## src/rtl/tiny16_trace_if.sv

```systemverilog
// Purpose: snoop and readout bundle between the tiny16 GPR write port and the trace block.
// Latency: wiring only, no state.
// Backpressure: rd_valid/rd_ready handshake on the readout side; the snoop side cannot be stalled.
interface tiny16_trace_if #(
    parameter int DATA_W = 16,
    parameter int REG_AW = 3,
    parameter int TS_W   = 16
);
    localparam int ENT_W = TS_W + REG_AW + DATA_W;

    logic              we;
    logic [REG_AW-1:0] waddr;
    logic [DATA_W-1:0] wdata;
    logic [ENT_W-1:0]  rd_data;
    logic              rd_valid;
    logic              rd_ready;

    // Core / consumer side
    modport master (
        output we, waddr, wdata, rd_ready,
        input  rd_data, rd_valid
    );

    // Trace block side
    modport slave (
        input  we, waddr, wdata, rd_ready,
        output rd_data, rd_valid
    );
endinterface

```

## src/rtl/tiny16_trace.sv

```systemverilog
// Purpose: captures {timestamp, reg, data} of GPR writes around a trigger into a circular buffer.
// Latency: an entry is stored on the edge its write is sampled; readout presents one entry per cycle.
// Backpressure: rd_data is held while rd_valid & !rd_ready; the snoop is never stalled (oldest entry is overwritten).
module tiny16_trace #(
    parameter int  DATA_W = 16,
    parameter int  REG_AW = 3,
    parameter int  DEPTH  = 16,
    parameter int  TS_W   = 16,
    localparam int PTR_W  = $clog2(DEPTH)
) (
    input  logic              clk,
    input  logic              rst_n,
    tiny16_trace_if.slave     bus,
    input  logic              arm,
    input  logic [1:0]        trig_mode,
    input  logic [REG_AW-1:0] trig_reg,
    input  logic [DATA_W-1:0] trig_val,
    input  logic [PTR_W:0]    post_len,
    output logic [1:0]        state,
    output logic [PTR_W:0]    level,
    output logic              trig_hit
);
    localparam int ENT_W = TS_W + REG_AW + DATA_W;
    localparam logic [PTR_W:0]   FULL_LVL = (PTR_W+1)'(DEPTH);
    localparam logic [PTR_W:0]   MAX_POST = (PTR_W+1)'(DEPTH - 1);
    localparam logic [PTR_W-1:0] PTR_ONE  = PTR_W'(1);

    typedef enum logic [1:0] {
        S_IDLE  = 2'd0,
        S_ARMED = 2'd1,
        S_POST  = 2'd2,
        S_DONE  = 2'd3
    } state_t;

    state_t            st_q, st_d;
    logic [TS_W-1:0]   ts_q;
    logic [PTR_W-1:0]  wr_ptr_q;
    logic [PTR_W-1:0]  rd_ptr_q, rd_ptr_d;
    logic [PTR_W:0]    level_q;
    logic [PTR_W-1:0]  post_cnt_q;
    logic              trig_hit_q;
    logic [ENT_W-1:0]  rd_data_q;
    logic [ENT_W-1:0]  mem [DEPTH];

    logic              wr_en;
    logic              clr;
    logic              fire;
    logic              pop;
    logic              full;
    logic              match;
    logic              rd_valid;
    logic [PTR_W-1:0]  post_clamp;
    logic [ENT_W-1:0]  wr_entry;

    assign full     = (level_q == FULL_LVL);
    assign wr_entry = {ts_q, bus.waddr, bus.wdata};
    // Clamping to DEPTH-1 keeps the trigger entry from being overwritten by post writes
    assign post_clamp = (post_len > MAX_POST) ? MAX_POST[PTR_W-1:0] : post_len[PTR_W-1:0];
    assign rd_valid   = (st_q == S_DONE) && (level_q != '0);

    // Trigger qualifier, evaluated live against the current mode/register/value
    always_comb begin
        match = 1'b0;
        case (trig_mode)
            2'd0:    match = bus.we;
            2'd1:    match = bus.we && (bus.waddr == trig_reg);
            2'd2:    match = bus.we && (bus.waddr == trig_reg) && (bus.wdata == trig_val);
            default: match = 1'b0;
        endcase
    end

    // Next-state and per-cycle control strobes; arm overrides everything, including a same-cycle write
    always_comb begin
        st_d  = st_q;
        wr_en = 1'b0;
        clr   = 1'b0;
        fire  = 1'b0;
        pop   = 1'b0;
        if (arm) begin
            st_d = S_ARMED;
            clr  = 1'b1;
        end else begin
            case (st_q)
                S_IDLE: st_d = S_IDLE;
                S_ARMED: begin
                    if (bus.we) begin
                        wr_en = 1'b1;
                        if (match) begin
                            fire = 1'b1;
                            st_d = (post_clamp == '0) ? S_DONE : S_POST;
                        end
                    end
                end
                S_POST: begin
                    if (bus.we) begin
                        wr_en = 1'b1;
                        if (post_cnt_q == PTR_ONE) st_d = S_DONE;
                    end
                end
                S_DONE: begin
                    if (level_q == '0) begin
                        st_d = S_IDLE;
                    end else if (bus.rd_ready) begin
                        pop = 1'b1;
                        if (level_q == (PTR_W+1)'(1)) st_d = S_IDLE;
                    end
                end
                default: st_d = S_IDLE;
            endcase
        end
    end

    // Read pointer moves on a pop or when a write into a full buffer evicts the oldest entry
    always_comb begin
        rd_ptr_d = rd_ptr_q;
        if (clr) begin
            rd_ptr_d = '0;
        end else if ((wr_en && full) || pop) begin
            rd_ptr_d = rd_ptr_q + PTR_ONE;
        end
    end

    // State register
    always_ff @(posedge clk or negedge rst_n) begin
        if (!rst_n) st_q <= S_IDLE;
        else        st_q <= st_d;
    end

    // Timestamp, pointers, occupancy, post counter, sticky trigger flag and registered read port
    always_ff @(posedge clk or negedge rst_n) begin
        if (!rst_n) begin
            ts_q       <= '0;
            wr_ptr_q   <= '0;
            rd_ptr_q   <= '0;
            level_q    <= '0;
            post_cnt_q <= '0;
            trig_hit_q <= 1'b0;
            rd_data_q  <= '0;
        end else begin
            ts_q     <= ts_q + TS_W'(1);
            rd_ptr_q <= rd_ptr_d;
            // Forward the entry being written so the first entry is readable the cycle DONE is entered
            rd_data_q <= (wr_en && (wr_ptr_q == rd_ptr_d)) ? wr_entry : mem[rd_ptr_d];
            if (clr) begin
                wr_ptr_q   <= '0;
                level_q    <= '0;
                post_cnt_q <= '0;
                trig_hit_q <= 1'b0;
            end else begin
                if (wr_en) begin
                    wr_ptr_q <= wr_ptr_q + PTR_ONE;
                    if (!full) level_q <= level_q + (PTR_W+1)'(1);
                end
                if (pop) level_q <= level_q - (PTR_W+1)'(1);
                if (fire) begin
                    trig_hit_q <= 1'b1;
                    post_cnt_q <= post_clamp;
                end else if (wr_en && (st_q == S_POST)) begin
                    post_cnt_q <= post_cnt_q - PTR_ONE;
                end
            end
        end
    end

    // Entry storage; contents survive reset and are only meaningful below the occupancy level
    always_ff @(posedge clk) begin
        if (wr_en) mem[wr_ptr_q] <= wr_entry;
    end

    assign bus.rd_valid = rd_valid;
    assign bus.rd_data  = rd_valid ? rd_data_q : '0;
    assign state        = st_q;
    assign level        = level_q;
    assign trig_hit     = trig_hit_q;
endmodule
```

## src/flat_wrapper.sv

```systemverilog
// flat-port wrapper written by rule: the top's interface ports become plain ports
module tiny16_trace_flat 
#(
    parameter int  DATA_W = 16,
    parameter int  REG_AW = 3,
    parameter int  DEPTH  = 16,
    parameter int  TS_W   = 16,
    localparam int PTR_W  = $clog2(DEPTH)
)
  (clk, rst_n, arm, trig_mode, trig_reg, trig_val, post_len, state, level, trig_hit, bus_we, bus_waddr, bus_wdata, bus_rd_ready, bus_rd_data, bus_rd_valid);
  tiny16_trace_if #(.DATA_W(DATA_W), .REG_AW(REG_AW), .TS_W(TS_W)) bus_i ();
  input  logic clk;
  input  logic rst_n;
  input  logic arm;
  input  logic [1:0] trig_mode;
  input  logic [REG_AW-1:0] trig_reg;
  input  logic [DATA_W-1:0] trig_val;
  input  logic [PTR_W:0] post_len;
  output logic [1:0] state;
  output logic [PTR_W:0] level;
  output logic trig_hit;
  input wire logic [$bits(bus_i.we)-1:0] bus_we;
  input wire logic [$bits(bus_i.waddr)-1:0] bus_waddr;
  input wire logic [$bits(bus_i.wdata)-1:0] bus_wdata;
  input wire logic [$bits(bus_i.rd_ready)-1:0] bus_rd_ready;
  output wire logic [$bits(bus_i.rd_data)-1:0] bus_rd_data;
  output wire logic [$bits(bus_i.rd_valid)-1:0] bus_rd_valid;
  assign bus_i.we = bus_we;
  assign bus_i.waddr = bus_waddr;
  assign bus_i.wdata = bus_wdata;
  assign bus_i.rd_ready = bus_rd_ready;
  assign bus_rd_data = bus_i.rd_data;
  assign bus_rd_valid = bus_i.rd_valid;
  tiny16_trace #(.DATA_W(DATA_W), .REG_AW(REG_AW), .DEPTH(DEPTH), .TS_W(TS_W)) u_core (.clk(clk), .rst_n(rst_n), .bus(bus_i), .arm(arm), .trig_mode(trig_mode), .trig_reg(trig_reg), .trig_val(trig_val), .post_len(post_len), .state(state), .level(level), .trig_hit(trig_hit));
endmodule
```

## config.mk

```make
export PLATFORM = sky130hd
export DESIGN_NAME = tiny16_trace_flat
export DESIGN_NICKNAME = d
export VERILOG_FILES = /design/src/rtl/tiny16_trace_if.sv /design/src/rtl/tiny16_trace.sv /design/src/flat_wrapper.sv
export SDC_FILE = /design/constraint.sdc
export NUM_CORES = 1
export LEC_CHECK = 0
export BUFFER_PORTS_ARGS = -buffer_cell sky130_fd_sc_hd__clkbuf_2
export CAP_MARGIN = 20
export CORE_MARGIN = 5
export CORE_UTILIZATION = 35
export CTS_CLUSTER_DIAMETER = 50
export CTS_CLUSTER_SIZE = 10
export DETAILED_ROUTE_END_ITERATION = 10
export GPL_ROUTABILITY_DRIVEN = 1
export GPL_TIMING_DRIVEN = 1
export PLACE_DENSITY = 0.5
export SLEW_MARGIN = 25
export SYNTH_ARGS = -nofsm -noshare
export SYNTH_HDL_FRONTEND = slang
export SYNTH_SLANG_ARGS = --single-unit
```

## constraint.sdc

```tcl
create_clock -name clk -period 11.3 [get_ports clk]
set_clock_uncertainty 0.1 [all_clocks]
set_input_delay 0.565 -clock clk [delete_from_list [all_inputs] [get_ports clk]]
set_output_delay 0.565 -clock clk [all_outputs]
set_load 0.1 [all_outputs]
```

== After elaboration in Yosys (flattened, before gate mapping) ==
Memories as Yosys holds them, arrays and structs flattened. A register that Yosys moved wholly into a read port is not among the register bits.
Cells that the tools add are included.

* Register bits: 36
* Bits in writable memories: 560
* Input port bits: 50
* Output and inout port bits: 44
* Logic and storage cells: 91
* Memories kept: 1

{| class="wikitable"
|+ Memory list
! memory !! words !! bits a word !! read ports !! clocked after memory_dff !! write ports !! line !! RTL
|-
| u_core.mem || 16 || 35 || 1 || 1 || 1 || tiny16_trace.sv:43 || <nowiki>logic [ENT_W-1:0] mem [DEPTH];</nowiki>
|}

* Add/sub/neg operators: 6
* $lt $le $gt $ge: 1
* Eq/ne operators: 17
* Mux-type cells: 40
* Reductions and logical operators: 19

{| class="wikitable"
|+ Operator list
! cell !! number
|-
| $mux W35 || 1
|-
| $mux W4 || 8
|-
| $mux W5 || 4
|-
| $mux W1 || 17
|-
| $add A16 B1 Y16 const B || 1
|-
| $eq A16 B16 Y1 || 1
|-
| $mux W2 || 8
|-
| $add A4 B1 Y4 const B || 2
|-
| $ne A4 B4 Y1 const B || 2
|-
| $pmux W2 S4 || 1
|-
| $eq A2 B2 Y1 const B || 3
|-
| $ne A3 B2 Y1 const B || 2
|-
| $ne A3 B3 Y1 const B || 2
|-
| $reduce_and A6 Y1 || 1
|-
| $reduce_bool A3 Y1 || 2
|-
| $add A5 B1 Y5 const B || 1
|-
| $eq A5 B1 Y1 const B || 1
|-
| $eq A5 B5 Y1 const B || 1
|-
| $gt A5 B4 Y1 const B || 1
|-
| $logic_and A1 B1 Y1 || 5
|-
| $logic_not A5 Y1 || 1
|-
| $reduce_bool A5 Y1 || 1
|-
| $sub A5 B1 Y5 const B || 1
|-
| $eq A2 B1 Y1 const B || 2
|-
| other kinds (12) || 14
|}

== Logic depth before layout (Yosys ltp) ==
* Word-level depth: 10
* Mapped depth: 13
* Mapped depth without buffers: 10

== Least setup slack after synthesis ==
Ideal clock, no wire load.

* Path type: reg-to-reg
* Start: register u_core.st_q[0] (netlist: u_core.state[0])
* End: memory u_core.mem[0][0] (netlist bit) (enable)
* Library setup time: 0.471 ns
* Arrival time: 4.543 ns
* Data required time: 10.729 ns
* Setup slack: 6.187 ns
* Cell stages (with the launch flop): 8
* Path buffers: 1
* Period minus slack after synthesis: 5.113 ns
* Cells stage by stage: dfrtp_1 inv_1 ha_1 nor2b_1 clkbuf_1 and2_1 nand2_1 nor3_1

* Cells in the longest elaborated chain, start to end: 6
* Elaborated cells between the ends (all ways): 7
* Classes of those cells: eq/ne (2); mux (4); reduce/logical (1)

{| class="wikitable"
|+ RTL lines
! item !! line !! RTL
|-
| from (decl) || tiny16_trace.sv:35 || <nowiki>state_t st_q, st_d;</nowiki>
|-
| from (signal assigned) || tiny16_trace.sv:126 || <nowiki>else st_q <= st_d;</nowiki>
|-
| $eq A2 B1 Y1 / $eq A2 B2 Y1 (equally long branches) || tiny16_trace.sv:83 || <nowiki>case (st_q)</nowiki>
|-
| $reduce_or A2 Y1 (no source line) * || -- ||
|-
| $mux W1 * || -- ||
|-
| $mux W1 * || tiny16_trace.sv:79 || <nowiki>if (arm) begin</nowiki>
|-
| $mux W1 * || tiny16_trace.sv:167 || <nowiki>if (wr_en) mem[wr_ptr_q] <= wr_entry;</nowiki>
|-
| $mux W1 (not written as such) * || tiny16_trace.sv:167 ||
|-
| to (decl) || tiny16_trace.sv:43 ||
|}

Mark *: on every way between the ends. The rest lies on a longest branch, timed or not.

== Worst setup path after layout ==
* Start: register u_core.st_q[0] (netlist: u_core.state[0])
* End: register u_core.rd_data_q[18] (read register of u_core.mem)

* Cells in the longest elaborated chain, start to end: 8
* Elaborated cells between the ends (all ways): 12
* Classes of those cells: eq/ne (3); mux (6); reduce/logical (3)

{| class="wikitable"
|+ RTL lines
! item !! line !! RTL
|-
| $eq A2 B1 Y1 / $eq A2 B2 Y1 (equally long branches) || tiny16_trace.sv:83 ||
|-
| $reduce_or A2 Y1 (no source line) || -- ||
|-
| $mux W1 || -- ||
|-
| $mux W1 || tiny16_trace.sv:79 ||
|-
| $logic_and A1 B1 Y1 || tiny16_trace.sv:118 || <nowiki>end else if ((wr_en && full) || pop) begin</nowiki>
|-
| $logic_or A1 B1 Y1 * || tiny16_trace.sv:118 ||
|-
| $mux W4 * || tiny16_trace.sv:118 ||
|-
| $mux W4 * || tiny16_trace.sv:116 || <nowiki>if (clr) begin</nowiki>
|-
| to (decl) || tiny16_trace.sv:42 || <nowiki>logic [ENT_W-1:0] rd_data_q;</nowiki>
|}

Marks and branches as above.
A chain may end at the register's enable or synchronous reset.

==> flow_metrics.env <==
export IMPL_critical_path_max_stage_delay_ns=0.99
export IMPL_hold_worst_slack_ns=0.1582
export IMPL_dieWidth_um=280.4
export IMPL_diodes=0
export IMPL_share_of_final_layout_standard_cells_stronger_than_drive_strength_1_pct=13.72
export IMPL_fin_ws_ns=5.602
export IMPL_chipHeight_um=280.4
export IMPL_hold_start="post_len[0]"
export IMPL_tritoncts="done"
export IMPL_timing_fmax_mhz=175.5
export IMPL_synthToLayoutAreaGrowth_pct=16.45
export IMPL_slew_headroom_pct=32.36
export IMPL_outcome="finished, final reports clean"
export IMPL_timing_critical_path_from_type="register"
export IMPL_num_nets_final=2049
export IMPL_synthSimpleGateAreaFrac_pct=13.11
export IMPL_critical_path_reg2reg_endpoint="u_core.rd_data_q[18]$_DFF_PN0_"
export IMPL_post_route_min_period_ns=5.698
export IMPL_fin_setup_tns_ns=0
export IMPL_ys_async_sr_fraction_pct=11.25
export IMPL_num_vias=16087
export IMPL_finalCoreUtilization_pct=40.98
export IMPL_detail_route_vias_per_cell=5.350
export IMPL_finalSetupViolations=0
export IMPL_design_core_area_um2=72710
export IMPL_final_hold_violations=0
export IMPL_number_of_antenna_violations_at_the_first_check_in_global_routing=2
export IMPL_layoutNonFillerInstCount=3007
export IMPL_min_delay_worst_endpoint="u_core.post_cnt_q[0]$_DFFE_PN0P_"
export IMPL_numCtsBuffers=80
export IMPL_ff2ff_path_depth=13
export IMPL_critical_path_reg2reg_startpoint="u_core.state[0]$_DFFE_PN0P_"
export IMPL_timing_final_crit_share_pct=50.43
export IMPL_timing_critical_path_to_type="register"
export IMPL_cts_buffer_depth=3
export IMPL_worstPathArrival_ns=6.04
export IMPL_cts_reportedPaths_clkPinSlew_ns=0.05
export IMPL_routed_wirelength_um=72130
export IMPL_vdd_drop_max_v=0.0001591
export IMPL_grt_start_max_net_pins=71
export IMPL_hp_class="in2reg"
export IMPL_mappedNetlistNets=1946
export IMPL_synth_area_um2=25580
export IMPL_grt_remaining_overflow=0
export IMPL_cp_max_fo=51
export IMPL_grt_setup_unrepaired="no"
export IMPL_die_area_um2=78600
export IMPL_groute_usage_overall_pct=18.09
export IMPL_critical_path_cell_chain="inv_1 > ha_1 > nand4bb_4 > a211oi_4 > buf_4 > mux2i_4 > buf_4 > clkinv_2 > xnor2_1 > or4_2 > buf_4 > nor2_1 > a41oi_1"
export IMPL_place_inst=2860
export IMPL_mostFrequentLayoutCell="sky130_fd_sc_hd__edfxtp_1"
export IMPL_number_of_global_route_vias_before_repair=16030
export IMPL_area_of_the_multi_input_gates_um2=6650
export IMPL_reg2reg_setup_slack_ns=5.60
export IMPL_starting_utilization_of_the_core_area_pct=35.19
export IMPL_slew_at_the_pin_with_the_worst_max_slew_slack_ns=1.015
export IMPL_gate_count_post_synth=1881
export IMPL_power_leakage_nw=10.72
export IMPL_post_synth_fa_ha_maj_area_fraction_pct=0.7336
export IMPL_criticalPathCategory="reg2reg"
export IMPL_critical_path_most_common_cell="sky130_fd_sc_hd__buf_4"
export IMPL_cts_resized=0
export IMPL_compound_gate_fraction_of_synth_area_pct=6.646
export IMPL_timing_max_transition_violations_final=0
export IMPL_layout_area_seq_um2=18590
export IMPL_dpl_hpwl_um=38030
export IMPL_synth_top_family_by_area="simple AND/OR/NAND/NOR gates"
export IMPL_synth_area_mux_share_pct=3.003
export IMPL_cp_data_required_time_ns=11.65
export IMPL_drc=0
export IMPL_clk_latency_ns=0.62
export IMPL_synth_edff_count=560
export IMPL_final_fill_count=6777
export IMPL_synth_seq_cells=631
export IMPL_ioPinCount=94
export IMPL_placement_setup_worst_slack_ns=5.497
export IMPL_synth_top_flop_cell="sky130_fd_sc_hd__edfxtp_1"
export IMPL_ctsHtreeMaxLevel=3
export IMPL_post_synthesis_sequential_area_ratio_pct=72.67
export IMPL_routed_wire_per_std_cell_um=23.99
export IMPL_timing_hold_worst_path_depth=2
export IMPL_cpMaxStageDelayCell="sky130_fd_sc_hd__or4_2"
export IMPL_drt_pre_antenna_iters=5
export IMPL_port_buffer_count=93
export IMPL_tritoncts_num_sinks=631
export IMPL_syn_mean_instance_area_um2=13.60
export IMPL_post_synth_xor_area_fraction_pct=1.751
export IMPL_most_used_cells_in_the_layout_excluding_fill_and_tap_cells="sky130_fd_sc_hd__edfxtp_1 (560), sky130_fd_sc_hd__nand2_1 (422), sky130_fd_sc_hd__nand3_1 (181), sky130_fd_sc_hd__clkbuf_2 (92), sky130_fd_sc_hd__clkbuf_16 (82)"
export IMPL_grt_pass1_wl_um=106900
export IMPL_ant_nets=0
export IMPL_synthesis_yosys_warnings=0
export IMPL_gpl_final_weighted_congestion=0.7599
export IMPL_placementRows=99
export IMPL_maxCapViolations=0
export IMPL_1st_iter_drt_viols=1312
export IMPL_pwr_density_cell_nw_per_um2=220.0
export IMPL_cts_root_buffer="sky130_fd_sc_hd__clkbuf_16"
export IMPL_synth_cell_types=53
==> logic make-up after synthesis <==
group | count (synthesis)
XOR/XNOR | 49
buffers and inverters | 130
AO/OA/AOI/OAI | 227
AND/OR/NAND/NOR | 761
multiplexers | 68
flip-flops | 631
adder cells (fa/ha/maj) | 15
==> cells in the mapped netlist (2+ instances only) <==
cell type | number | area share (%)
sky130_fd_sc_hd__o21ai_0 | 8 | 0.16
sky130_fd_sc_hd__buf_1 | 15 | 0.22
sky130_fd_sc_hd__nor4_1 | 5 | 0.12
sky130_fd_sc_hd__nand4_1 | 11 | 0.27
sky130_fd_sc_hd__a31oi_1 | 42 | 1.0
sky130_fd_sc_hd__a221o_1 | 30 | 1.2
sky130_fd_sc_hd__nor3_1 | 14 | 0.27
sky130_fd_sc_hd__ha_1 | 15 | 0.73
sky130_fd_sc_hd__mux4_2 | 6 | 0.53
sky130_fd_sc_hd__xor2_1 | 16 | 0.55
sky130_fd_sc_hd__dfrtp_1 | 71 | 6.9
sky130_fd_sc_hd__a32oi_1 | 42 | 1.4
sky130_fd_sc_hd__nor2b_1 | 4 | 0.098
sky130_fd_sc_hd__nand3_1 | 181 | 3.5
sky130_fd_sc_hd__a41oi_1 | 29 | 0.99
sky130_fd_sc_hd__mux2i_1 | 61 | 2.4
sky130_fd_sc_hd__o22ai_1 | 12 | 0.29
sky130_fd_sc_hd__inv_2 | 3 | 0.044
sky130_fd_sc_hd__edfxtp_1 | 560 | 66
sky130_fd_sc_hd__or3_1 | 2 | 0.049
sky130_fd_sc_hd__nor2_1 | 64 | 0.94
sky130_fd_sc_hd__inv_1 | 14 | 0.21
sky130_fd_sc_hd__nand2b_1 | 5 | 0.12
sky130_fd_sc_hd__clkbuf_1 | 64 | 0.94
sky130_fd_sc_hd__xnor2_1 | 32 | 1.1
sky130_fd_sc_hd__and3_1 | 3 | 0.073
sky130_fd_sc_hd__o211ai_1 | 7 | 0.21
sky130_fd_sc_hd__nand2_1 | 422 | 6.2
sky130_fd_sc_hd__a211oi_1 | 3 | 0.088
sky130_fd_sc_hd__a21oi_1 | 43 | 0.84
sky130_fd_sc_hd__buf_2 | 33 | 0.65
sky130_fd_sc_hd__and2_1 | 39 | 0.95
sky130_fd_sc_hd__o311a_1 | 3 | 0.12
sky130_fd_sc_hd__or4_1 | 3 | 0.088
==> critical path, delay by kind of cell (launching register included) <==
kind	cells	cell delay [ns]
adder cells (fa/ha/maj)	1	0.34
AO/OA/AOI/OAI	2	0.31
flip-flops	1	0.42
XOR/XNOR	1	0.37
buffers and inverters	5	2.26
multiplexers	1	0.29
AND/OR/NAND/NOR	3	1.42
==> cell type report <==
type / count / share of cell area, %
clock buffers: 122 / 7.492
inverters: 17 / 0.2268
flip-flops and latches: 631 / 62.41
well taps: 959 / 4.027
multi-input cells: 1120 / 22.32
repair buffers: 134 / 2.612
clock inverters: 24 / 0.9155
==> per-layer routing <==
| metal | vias to the layer above | track usage [%] | share of wire (%) |
|---|---|---|---|
| li1 | 7245 | - | - |
| met1 | 8294 | 26.02 | 46 |
| met2 | 456 | 29.12 | 47 |
| met3 | 92 | 2.829 | 5.1 |
| met4 | 0 | 4.432 | 2.2 |
| met5 | - | 0 | 0 |
==> worst max-delay path by stage <==
stage                     slack, ns                              to                        start
after CTS                      5.62  u_core.rd_data_q[18]$_DFF_PN0_  u_core.state[0]$_DFFE_PN0P_
final                          5.60  u_core.rd_data_q[18]$_DFF_PN0_  u_core.state[0]$_DFFE_PN0P_
after floorplan                6.19      u_core.mem[0][0]$_DFFE_PP_  u_core.state[0]$_DFFE_PN0P_
after global routing           5.24  u_core.rd_data_q[34]$_DFF_PN0_  u_core.state[0]$_DFFE_PN0P_
after detailed placement       5.50  u_core.rd_data_q[18]$_DFF_PN0_                          arm
after global placement         5.54  u_core.rd_data_q[13]$_DFF_PN0_                          arm
==> what timing repair did <==
action | CTS | global route
hold endpoints to repair | 33 | 0
endpoints found under the setup margin | 0 | 0
hold buffers | 1 | 0
setup buffers | 0 | 0
==> where the power goes <==
group	internal, mW	switching, mW	total (mW)
sequential	2.66	0.0732	2.73
clock	1.46	0.954	2.41
combinational	0.395	1.01	1.41
==> stage by stage <==
step                total power, mW  cell area (um2)
global placement              4.188            27270
CTS                           6.625            29790
global route                  6.847            29790
detailed placement            4.201            27270
finish                        6.553            29790
floorplan                     3.759            25580
==> registers in the layout (all words and copies together) (netlist names) <==
name / flops
u_core.mem: 560
u_core.rd_data_q: 35
u_core.ts_q: 16
u_core.level: 5
u_core.post_cnt_q: 4
u_core.rd_ptr_q: 4
u_core.wr_ptr_q: 4
u_core.state: 2
u_core.trig_hit: 1
Power figures use the tool's default switching activity.
